[src/rtl/pipe_hazard_ctrl.sv]
`default_nettype none
// ============================================================================
//  Module   : pipe_hazard_ctrl
//  Purpose  : Five-stage pipeline control: per-stage stall/clear, operand
//             forwarding selects and a saturating redirect counter.
//             Build macro FWD_EN enables EX/ME forwarding (otherwise every RAW
//             hazard on an in-flight producer interlocks).
//  Revision : 1.0  initial release
// ============================================================================
module pipe_hazard_ctrl #(
    parameter int N_STAGES    = 5,
    parameter int REG_IDX_W   = 5,
    parameter int MULTI_LAT   = 4,
    parameter int INIT_CYCLES = 2,
    parameter int CNT_W       = 16
) (
    input  logic                 clk,
    input  logic                 aresetn,
    input  logic                 i_fe_busy,
    input  logic                 i_me_busy,
    input  logic [REG_IDX_W-1:0] i_id_rs1,
    input  logic [REG_IDX_W-1:0] i_id_rs2,
    input  logic                 i_id_rs1_en,
    input  logic                 i_id_rs2_en,
    input  logic                 i_ex_dest_en,
    input  logic [REG_IDX_W-1:0] i_ex_dest_reg,
    input  logic                 i_ex_is_load,
    input  logic                 i_me_dest_en,
    input  logic [REG_IDX_W-1:0] i_me_dest_reg,
    input  logic                 i_ex_redirect,
    input  logic                 i_ex_multi_start,
    output logic [N_STAGES-1:0]  o_stall,
    output logic [N_STAGES-1:0]  o_clr,
    output logic [1:0]           o_fwd_a_sel,
    output logic [1:0]           o_fwd_b_sel,
    output logic [CNT_W-1:0]     o_flush_cnt
);

    localparam int c_init_w  = (INIT_CYCLES > 1) ? $clog2(INIT_CYCLES) : 1;
    localparam int c_multi_w = (MULTI_LAT > 1) ? $clog2(MULTI_LAT) : 1;
    localparam bit c_multi_en = (MULTI_LAT > 1);

    localparam logic [c_init_w-1:0]  c_init_load  = c_init_w'(INIT_CYCLES - 1);
    localparam logic [c_init_w-1:0]  c_init_one   = c_init_w'(1);
    localparam logic [c_multi_w-1:0] c_multi_load = c_multi_w'(MULTI_LAT - 1);
    localparam logic [c_multi_w-1:0] c_multi_one  = c_multi_w'(1);
    localparam logic [CNT_W-1:0]     c_cnt_one    = CNT_W'(1);

    localparam logic [N_STAGES-1:0] c_all_ones    = 5'b11111;
    localparam logic [N_STAGES-1:0] c_none        = 5'b00000;
    localparam logic [N_STAGES-1:0] c_stall_me    = 5'b01111;
    localparam logic [N_STAGES-1:0] c_clr_me      = 5'b10000;
    localparam logic [N_STAGES-1:0] c_stall_multi = 5'b00111;
    localparam logic [N_STAGES-1:0] c_clr_multi   = 5'b01000;
    localparam logic [N_STAGES-1:0] c_clr_redir   = 5'b00110;
    localparam logic [N_STAGES-1:0] c_stall_intlk = 5'b00011;
    localparam logic [N_STAGES-1:0] c_clr_intlk   = 5'b00100;
    localparam logic [N_STAGES-1:0] c_stall_fe    = 5'b00001;
    localparam logic [N_STAGES-1:0] c_clr_fe      = 5'b00010;

    localparam logic [1:0] c_fwd_rf = 2'b00;
    localparam logic [1:0] c_fwd_ex = 2'b01;
    localparam logic [1:0] c_fwd_me = 2'b10;

    typedef enum logic [1:0] {
        ST_INIT  = 2'd0,
        ST_RUN   = 2'd1,
        ST_MULTI = 2'd2
    } state_t;

    state_t                 r_state_q,     w_state_d;
    logic [c_init_w-1:0]    r_init_cnt_q,  w_init_cnt_d;
    logic [c_multi_w-1:0]   r_multi_cnt_q, w_multi_cnt_d;
    logic [CNT_W-1:0]       r_flush_cnt_q, w_flush_cnt_d;

    // Source/destination matches; x0 is excluded by requiring a nonzero source.
    logic w_rs1_ex, w_rs2_ex, w_rs1_me, w_rs2_me;
    logic w_interlock;
    logic [1:0] w_fwd_a, w_fwd_b;

    assign w_rs1_ex = i_id_rs1_en && (i_id_rs1 != '0) && i_ex_dest_en && (i_id_rs1 == i_ex_dest_reg);
    assign w_rs2_ex = i_id_rs2_en && (i_id_rs2 != '0) && i_ex_dest_en && (i_id_rs2 == i_ex_dest_reg);
    assign w_rs1_me = i_id_rs1_en && (i_id_rs1 != '0) && i_me_dest_en && (i_id_rs1 == i_me_dest_reg);
    assign w_rs2_me = i_id_rs2_en && (i_id_rs2 != '0) && i_me_dest_en && (i_id_rs2 == i_me_dest_reg);

`ifdef FWD_EN
    // A load result is not available until ME, so only load-use must wait.
    assign w_interlock = i_ex_is_load && (w_rs1_ex || w_rs2_ex);
    assign w_fwd_a = (w_rs1_ex && !i_ex_is_load) ? c_fwd_ex :
                     w_rs1_me                    ? c_fwd_me : c_fwd_rf;
    assign w_fwd_b = (w_rs2_ex && !i_ex_is_load) ? c_fwd_ex :
                     w_rs2_me                    ? c_fwd_me : c_fwd_rf;
`else
    logic w_unused_is_load;
    assign w_unused_is_load = i_ex_is_load;
    assign w_interlock = w_rs1_ex || w_rs2_ex || w_rs1_me || w_rs2_me;
    assign w_fwd_a     = c_fwd_rf;
    assign w_fwd_b     = c_fwd_rf;
`endif

    always_comb begin
        w_state_d     = r_state_q;
        w_init_cnt_d  = r_init_cnt_q;
        w_multi_cnt_d = r_multi_cnt_q;
        w_flush_cnt_d = r_flush_cnt_q;
        o_stall       = c_none;
        o_clr         = c_none;
        o_fwd_a_sel   = c_fwd_rf;
        o_fwd_b_sel   = c_fwd_rf;

        case (r_state_q)
            ST_RUN, ST_MULTI: begin
                o_fwd_a_sel = w_fwd_a;
                o_fwd_b_sel = w_fwd_b;
                if (i_me_busy) begin
                    o_stall = c_stall_me;
                    o_clr   = c_clr_me;
                end else if (r_state_q == ST_MULTI) begin
                    o_stall = c_stall_multi;
                    o_clr   = c_clr_multi;
                    w_multi_cnt_d = r_multi_cnt_q - c_multi_one;
                    if (r_multi_cnt_q == c_multi_one) begin
                        w_state_d = ST_RUN;
                    end
                end else if (i_ex_multi_start && c_multi_en) begin
                    // The start cycle itself is the first of MULTI_LAT held cycles.
                    o_stall       = c_stall_multi;
                    o_clr         = c_clr_multi;
                    w_multi_cnt_d = c_multi_load;
                    w_state_d     = ST_MULTI;
                end else if (i_ex_redirect) begin
                    o_clr = c_clr_redir;
                    if (r_flush_cnt_q != {CNT_W{1'b1}}) begin
                        w_flush_cnt_d = r_flush_cnt_q + c_cnt_one;
                    end
                end else if (w_interlock) begin
                    o_stall = c_stall_intlk;
                    o_clr   = c_clr_intlk;
                end else if (i_fe_busy) begin
                    o_stall = c_stall_fe;
                    o_clr   = c_clr_fe;
                end
            end
            default: begin
                o_clr = c_all_ones;
                if (r_state_q != ST_INIT || r_init_cnt_q == '0) begin
                    w_state_d = ST_RUN;
                end else begin
                    w_init_cnt_d = r_init_cnt_q - c_init_one;
                end
            end
        endcase
    end

    always_ff @(posedge clk or negedge aresetn) begin
        if (!aresetn) begin
            r_state_q     <= ST_INIT;
            r_init_cnt_q  <= c_init_load;
            r_multi_cnt_q <= '0;
            r_flush_cnt_q <= '0;
        end else begin
            r_state_q     <= w_state_d;
            r_init_cnt_q  <= w_init_cnt_d;
            r_multi_cnt_q <= w_multi_cnt_d;
            r_flush_cnt_q <= w_flush_cnt_d;
        end
    end

    assign o_flush_cnt = r_flush_cnt_q;

endmodule
`default_nettype wire

[config.mk]
export PLATFORM = sky130hd
export DESIGN_NAME = pipe_hazard_ctrl
export DESIGN_NICKNAME = d
export VERILOG_FILES = /design/src/rtl/pipe_hazard_ctrl.sv
export SDC_FILE = /design/constraint.sdc
export NUM_CORES = 1
export LEC_CHECK = 0
export CORE_MARGIN = 10
export CORE_UTILIZATION = 30
export DETAILED_ROUTE_END_ITERATION = 12
export PLACE_DENSITY = 0.7
export REMOVE_ABC_BUFFERS = 1
export SLEW_MARGIN = 0
export SYNTH_ARGS = -nofsm -noshare
export SYNTH_HDL_FRONTEND = slang
export SYNTH_SLANG_ARGS = --single-unit
[constraint.sdc]
create_clock -name clk -period 2.1 [get_ports clk]
set_input_delay 0.42 -clock clk [delete_from_list [all_inputs] [get_ports clk]]
set_output_delay 0.42 -clock clk [all_outputs]
set_load 0.02 [all_outputs]
# Word level (Yosys, flattened, before mapping)
# Cells that the tools add are included.
[word_totals] reg_bits=21 inputBits=31 wordCells=70
[op_classes] add_sub_neg=3 n_eq_ne=11 n_mux=22 bitwise=6 reduce_logical=24
[op_table] op="$mux W2" n=11
[op_table] op="$eq A5 B5 Y1" n=4
[op_table] op="$add A16 B1 Y16 const B" n=1
[op_table] op="$ne A16 B16 Y1 const B" n=1
[op_table] op="$mux W5" n=3
[op_table] op="$mux W3" n=4
[op_table] op="$mux W4" n=3
[op_table] op="$logic_and A1 B1 Y1" n=10
[op_table] op="$reduce_bool A5 Y1" n=2
[op_table] op="$ne A3 B3 Y1 const B" n=2
[op_table] op="$not A1 Y1" n=6
[op_table] op="$reduce_and A6 Y1" n=1
[op_table] op="$reduce_bool A2 Y1" n=3
[op_table] op="$eq A2 B1 Y1 const B" n=2
[op_table] op="$logic_or A1 B1 Y1" n=4
[op_table] op="$reduce_and A4 Y1" n=1
[op_table] op="$reduce_and A3 Y1" n=1
[op_table] op="$eq A2 B2 Y1 const B" n=1
[op_table] op="$ne A2 B2 Y1 const B" n=1
[op_table] op="$reduce_and A2 Y1" n=1
[op_table] op="$reduce_or A2 Y1" n=1
[op_table] op="$sub A2 B1 Y2 const B" n=1
[op_table] op="$mux W1" n=1
[op_table] op="$sub A1 B1 Y1 const B" n=1

# Longest topological paths before layout
[depth] word_depth=13 mapped_depth=8

# Least setup slack after synthesis
# OpenSTA, ideal clock, no wires.
[synth_path] path_kind="input to output" start="in i_id_rs2[1]" end="out o_clr[1]" arrival_ps=1604 t_required_ps=1680 setup_slack_ps=76 cell_stages=4 cell_sequence="or4_1 -> o21a_1 -> a32oi_1 -> a31o_2"
[synth_via] elab_chain_cells=13 elab_cells_between_ends=17 classes_between="eq/ne (2); mux (6); reduce/logical (9)"
[synth_lines] item="from (decl)" line_no="22" source="input logic [REG_IDX_W-1:0] i_id_rs2,"
[synth_lines] item="$reduce_bool A5 Y1" line_no="82, 84"
[synth_lines] item="$logic_and A1 B1 Y1" line_no="82, 84"
[synth_lines] item="$logic_and A1 B1 Y1 (2 in a row)" line_no="82" source="assign w_rs2_ex = i_id_rs2_en && (i_id_rs2 != '0) && i_ex_dest_en && (i_id_rs2 == i_ex_dest_reg);"
[synth_lines] item="$logic_or A1 B1 Y1 (2 in a row)" line_no="96" source="assign w_interlock = w_rs1_ex || w_rs2_ex || w_rs1_me || w_rs2_me;"
[synth_lines] item="$logic_or A1 B1 Y1 *" line_no="96"
[synth_lines] item="$mux W3 *" line_no="136" source="end else if (w_interlock) begin"
[synth_lines] item="$mux W3 *" line_no="131" source="end else if (i_ex_redirect) begin"
[synth_lines] item="$mux W4 *" line_no="125" source="end else if (i_ex_multi_start && c_multi_en) begin"
[synth_lines] item="$mux W4 *" line_no="118" source="end else if (r_state_q == ST_MULTI) begin"
[synth_lines] item="$mux W5 *" line_no="115" source="if (i_me_busy) begin"
[synth_lines] item="$mux W5 *" line_no="111" source="case (r_state_q)"
[synth_lines] item="to (decl)" line_no="33" source="output logic [N_STAGES-1:0] o_clr,"
# Every way passes the cells marked *; elsewhere a longest branch is shown, timed or not.

# Worst setup path after layout
[layout_path] start="in i_id_rs2[2]" end="out o_stall[1]"
[layout_via] elab_chain_cells=13 elab_cells_between_ends=17 classes_between="eq/ne (2); mux (6); reduce/logical (9)"
[layout_lines] item="$reduce_bool A5 Y1" line_no="82, 84"
[layout_lines] item="$logic_and A1 B1 Y1" line_no="82, 84"
[layout_lines] item="$logic_and A1 B1 Y1 (2 in a row)" line_no="82"
[layout_lines] item="$logic_or A1 B1 Y1 (2 in a row)" line_no="96"
[layout_lines] item="$logic_or A1 B1 Y1 *" line_no="96"
[layout_lines] item="$mux W2 *" line_no="136"
[layout_lines] item="$mux W2 *" line_no="131"
[layout_lines] item="$mux W3 *" line_no="125"
[layout_lines] item="$mux W3 *" line_no="118"
[layout_lines] item="$mux W4 *" line_no="115"
[layout_lines] item="$mux W5 *" line_no="111"
[layout_lines] item="to (decl)" line_no="32" source="output logic [N_STAGES-1:0] o_stall,"
# Marks and branches as above.

==> results.ini <==
[critical_path]
crit_cells = 7
arrival_ns = 1.81
critPathMaxFanout = 3
crit_chain = buf_6 > or4_1 > o21a_1 > a32oi_2 > buf_4 > o31ai_4 > buf_6
cp_top_family = simple AND/OR/NAND/NOR gates
slowest_stage = or4_1
cp_common_cell = buf_6
end_kind = primary output
critPathKind = in -> out
crit_path_start_kind = primary input
critPathMaxStageDelay_ns = 0.51
cp.required_ns = 1.68
path_buf_inv = 3
r2r_cells = 8

[detailed_routing]
vias = 1333
firstDrtPassIters = 4
wl_mm = 4.223
drtAntennaViolNets = 0
drc_errors = 0
wire_per_inst_um = 14.71
viasPerCell = 4.645
drtIter0Drc = 33

[finish]
syn_to_final_growth_pct = 63.18
diodes = 0
fillers = 424
post-route-util_pct = 51.41
drive_gt1_share_pct = 34.89
layout.nets = 273

[die]
core_area_um2 = 4444
die-area_um2 = 7800
die_width_um = 88.32
start_util_pct = 31.50
fp.dieH_um = 88.32
pin_count = 61
row_count = 24

[status]
violations = setup timing
outcome = finished with violations

[clock_network]
cts_made_buffers = 3
cts_hold_buf = 0
htreeDepth = 1
cts_sinks = 21
root_buffer = clkbuf_8
cts_tree = yes
insertion_delay_ns = 0.26
clk_pin_slew_ns = 0.07
clockBufferDepth = 2

[sta]
post-route-worst-setup-slack_ns = -0.1306
setup_viol = 4
drv_slew = 0
hold_viol = 0
finalCriticalPeriod_ns = 2.231
fmax_mhz = 448.3
rsz0062_at_grt = yes
period_share_pct = 106.2
whs_ns = 0.4838
fin_skew_ns = 0.005753

[logic_synthesis]
yosys_warnings = 0
synthFlopType = dfrtp_1
yosysSeqAreaShare_pct = 37.62
ys_seq_elements = 21
synth_top_area_cell = dfrtp_1
synth_edf_count = 0
yosysUniqueCellTypes = 35
synth.top_cell.area_share_pct = 35.75
synthCells = 153
syn-cell-area_um2 = 1400
synthTopCellsByArea = dfrtp_1, xnor2_1, ha_1
synthArstFlopShare_pct = 100.0
syn-mean-instance-area_um2 = 9.151

[global_routing]
grtUsageTotal_pct = 10.71
grt_first_pass_wirelength_mm = 6.831
antenna_found_initial = 0
overflow = 0
grt_pass1_vias = 1422
grt_max_degree = 22

[placed_design]
portBuffers = 54
dp_hpwl_mm = 3.301
gp_congestion = 0.8896

[hold_path]
hp-class = reg -> reg
hold_depth = 1

[pwr]
p_per_area_nw_per_um2 = 1000
peakVddDrop_mv = 0.6528
p_leak_nw = 1.045

[job]
cap_violations = 0

[routing by layer]
layer	GRT usage, %	wire length, µm	up-vias
met1	12.89	1799	606
li1	-	-	678
met2	18.22	2038	43
met5	0	0	-
met3	3.309	352	6
met4	2.496	33	0
[report_power, final]
group	leakage (nW)	total (mW)	internal, mW	switching, mW
logic	0.759	1.48	0.735	0.750
clock network	0.0255	0.257	0.132	0.125
registers	0.261	0.544	0.474	0.0699
[Yosys cell counts, types with 2 or more instances]
library cell	n
xnor2_1	28
nand3_1	7
buf_4	5
a21oi_1	2
nor3_1	4
xor2_1	7
inv_1	8
nand4_1	10
dfrtp_1	20
nand2_1	14
nor2_1	16
o21ai_0	2
o22ai_1	2
nor4_1	2
ha_1	6
[state kept, by name, indices dropped and copies added (netlist names)]
| register | flops |
|---|---|
| o_flush_cnt | 16 |
| r_init_cnt_q | 1 |
| r_multi_cnt_q | 2 |
| r_state_q | 2 |
[final timing paths]
kind,startpoint,end,slack (ns)
hold / removal,r_init_cnt_q,r_init_cnt_q,0.48
hold reg to reg,r_init_cnt_q,r_init_cnt_q,0.48
max in group asynchronous,aresetn,r_init_cnt_q,1.33
setup reg to reg,r_state_q[0],o_flush_cnt[15],0.13
min in group asynchronous,aresetn,o_flush_cnt[15],0.49
setup / recovery,i_id_rs2[2],o_stall[1],-0.13
[layout make-up]
class                      instances  area (µm²)  share of cell area, %
clock inverter                     1       5.005                 0.2191
tap                               52       65.06                  2.848
sequential                        21       526.8                  23.06
timing repair buffer              80       661.9                  28.97
clock buffer                       3       41.29                  1.807
multi-input combinational        122       954.7                  41.79
inverter                           8       30.03                  1.314
[layout by cell type, fill, tap and decap left out, drive strengths merged, types with 4 or more instances in the layout]
master | netlist | routed
xnor2 | 28 | 28
clkbuf | 0 | 16
inv | 8 | 8
dfrtp | 20 | 20
dlygate4sd2 | 0 | 4
conb | 1 | 5
nand3 | 7 | 7
buf | 6 | 36
nand2 | 14 | 14
ha | 6 | 6
xor2 | 7 | 7
nand4 | 10 | 10
clkdlybuf4s50 | 0 | 23
nor3 | 4 | 4
nor2 | 16 | 16
[what timing repair did]
item / in CTS / in global routing
gates resized for setup: 78 / 48
setup endpoints to repair: 12 / 12
cloned: 0 / 0
pin swaps: 11 / 22
buffers inserted: 1 / 0
[cells by family after synthesis]
logic type               synth area share (%)
other                                  0.2678
multiplexers                            1.519
buffers and inverters                   5.183
adder cells (fa/ha/maj)                 5.362
XOR/XNOR                                21.89
AND/OR/NAND/NOR                         21.09
AO/OA/AOI/OAI                           7.061
flip-flops                              37.62
[through the flow]
| stage | setup slack [ns] | power, mW | cells | instance area (µm²) | TNS [ns] |
|---|---|---|---|---|---|
| 2_1_floorplan | 0.07609 | 1.195 | 151 | 1373 | 0 |
| 3_3_place_gp | -0.8981 | 1.918 | 282 | 2166 | -4.857 |
| 3_5_place_dp | -0.9672 | 1.941 | 282 | 2166 | -5.233 |
| 4_1_cts | -0.1396 | 2.218 | 287 | 2242 | -0.4925 |
| 5_1_grt | -0.1794 | 2.462 | 287 | 2285 | -0.6279 |
| 6_report | -0.1306 | 2.286 | 287 | 2285 | -0.4396 |
Power figures use the tool's default switching activity.
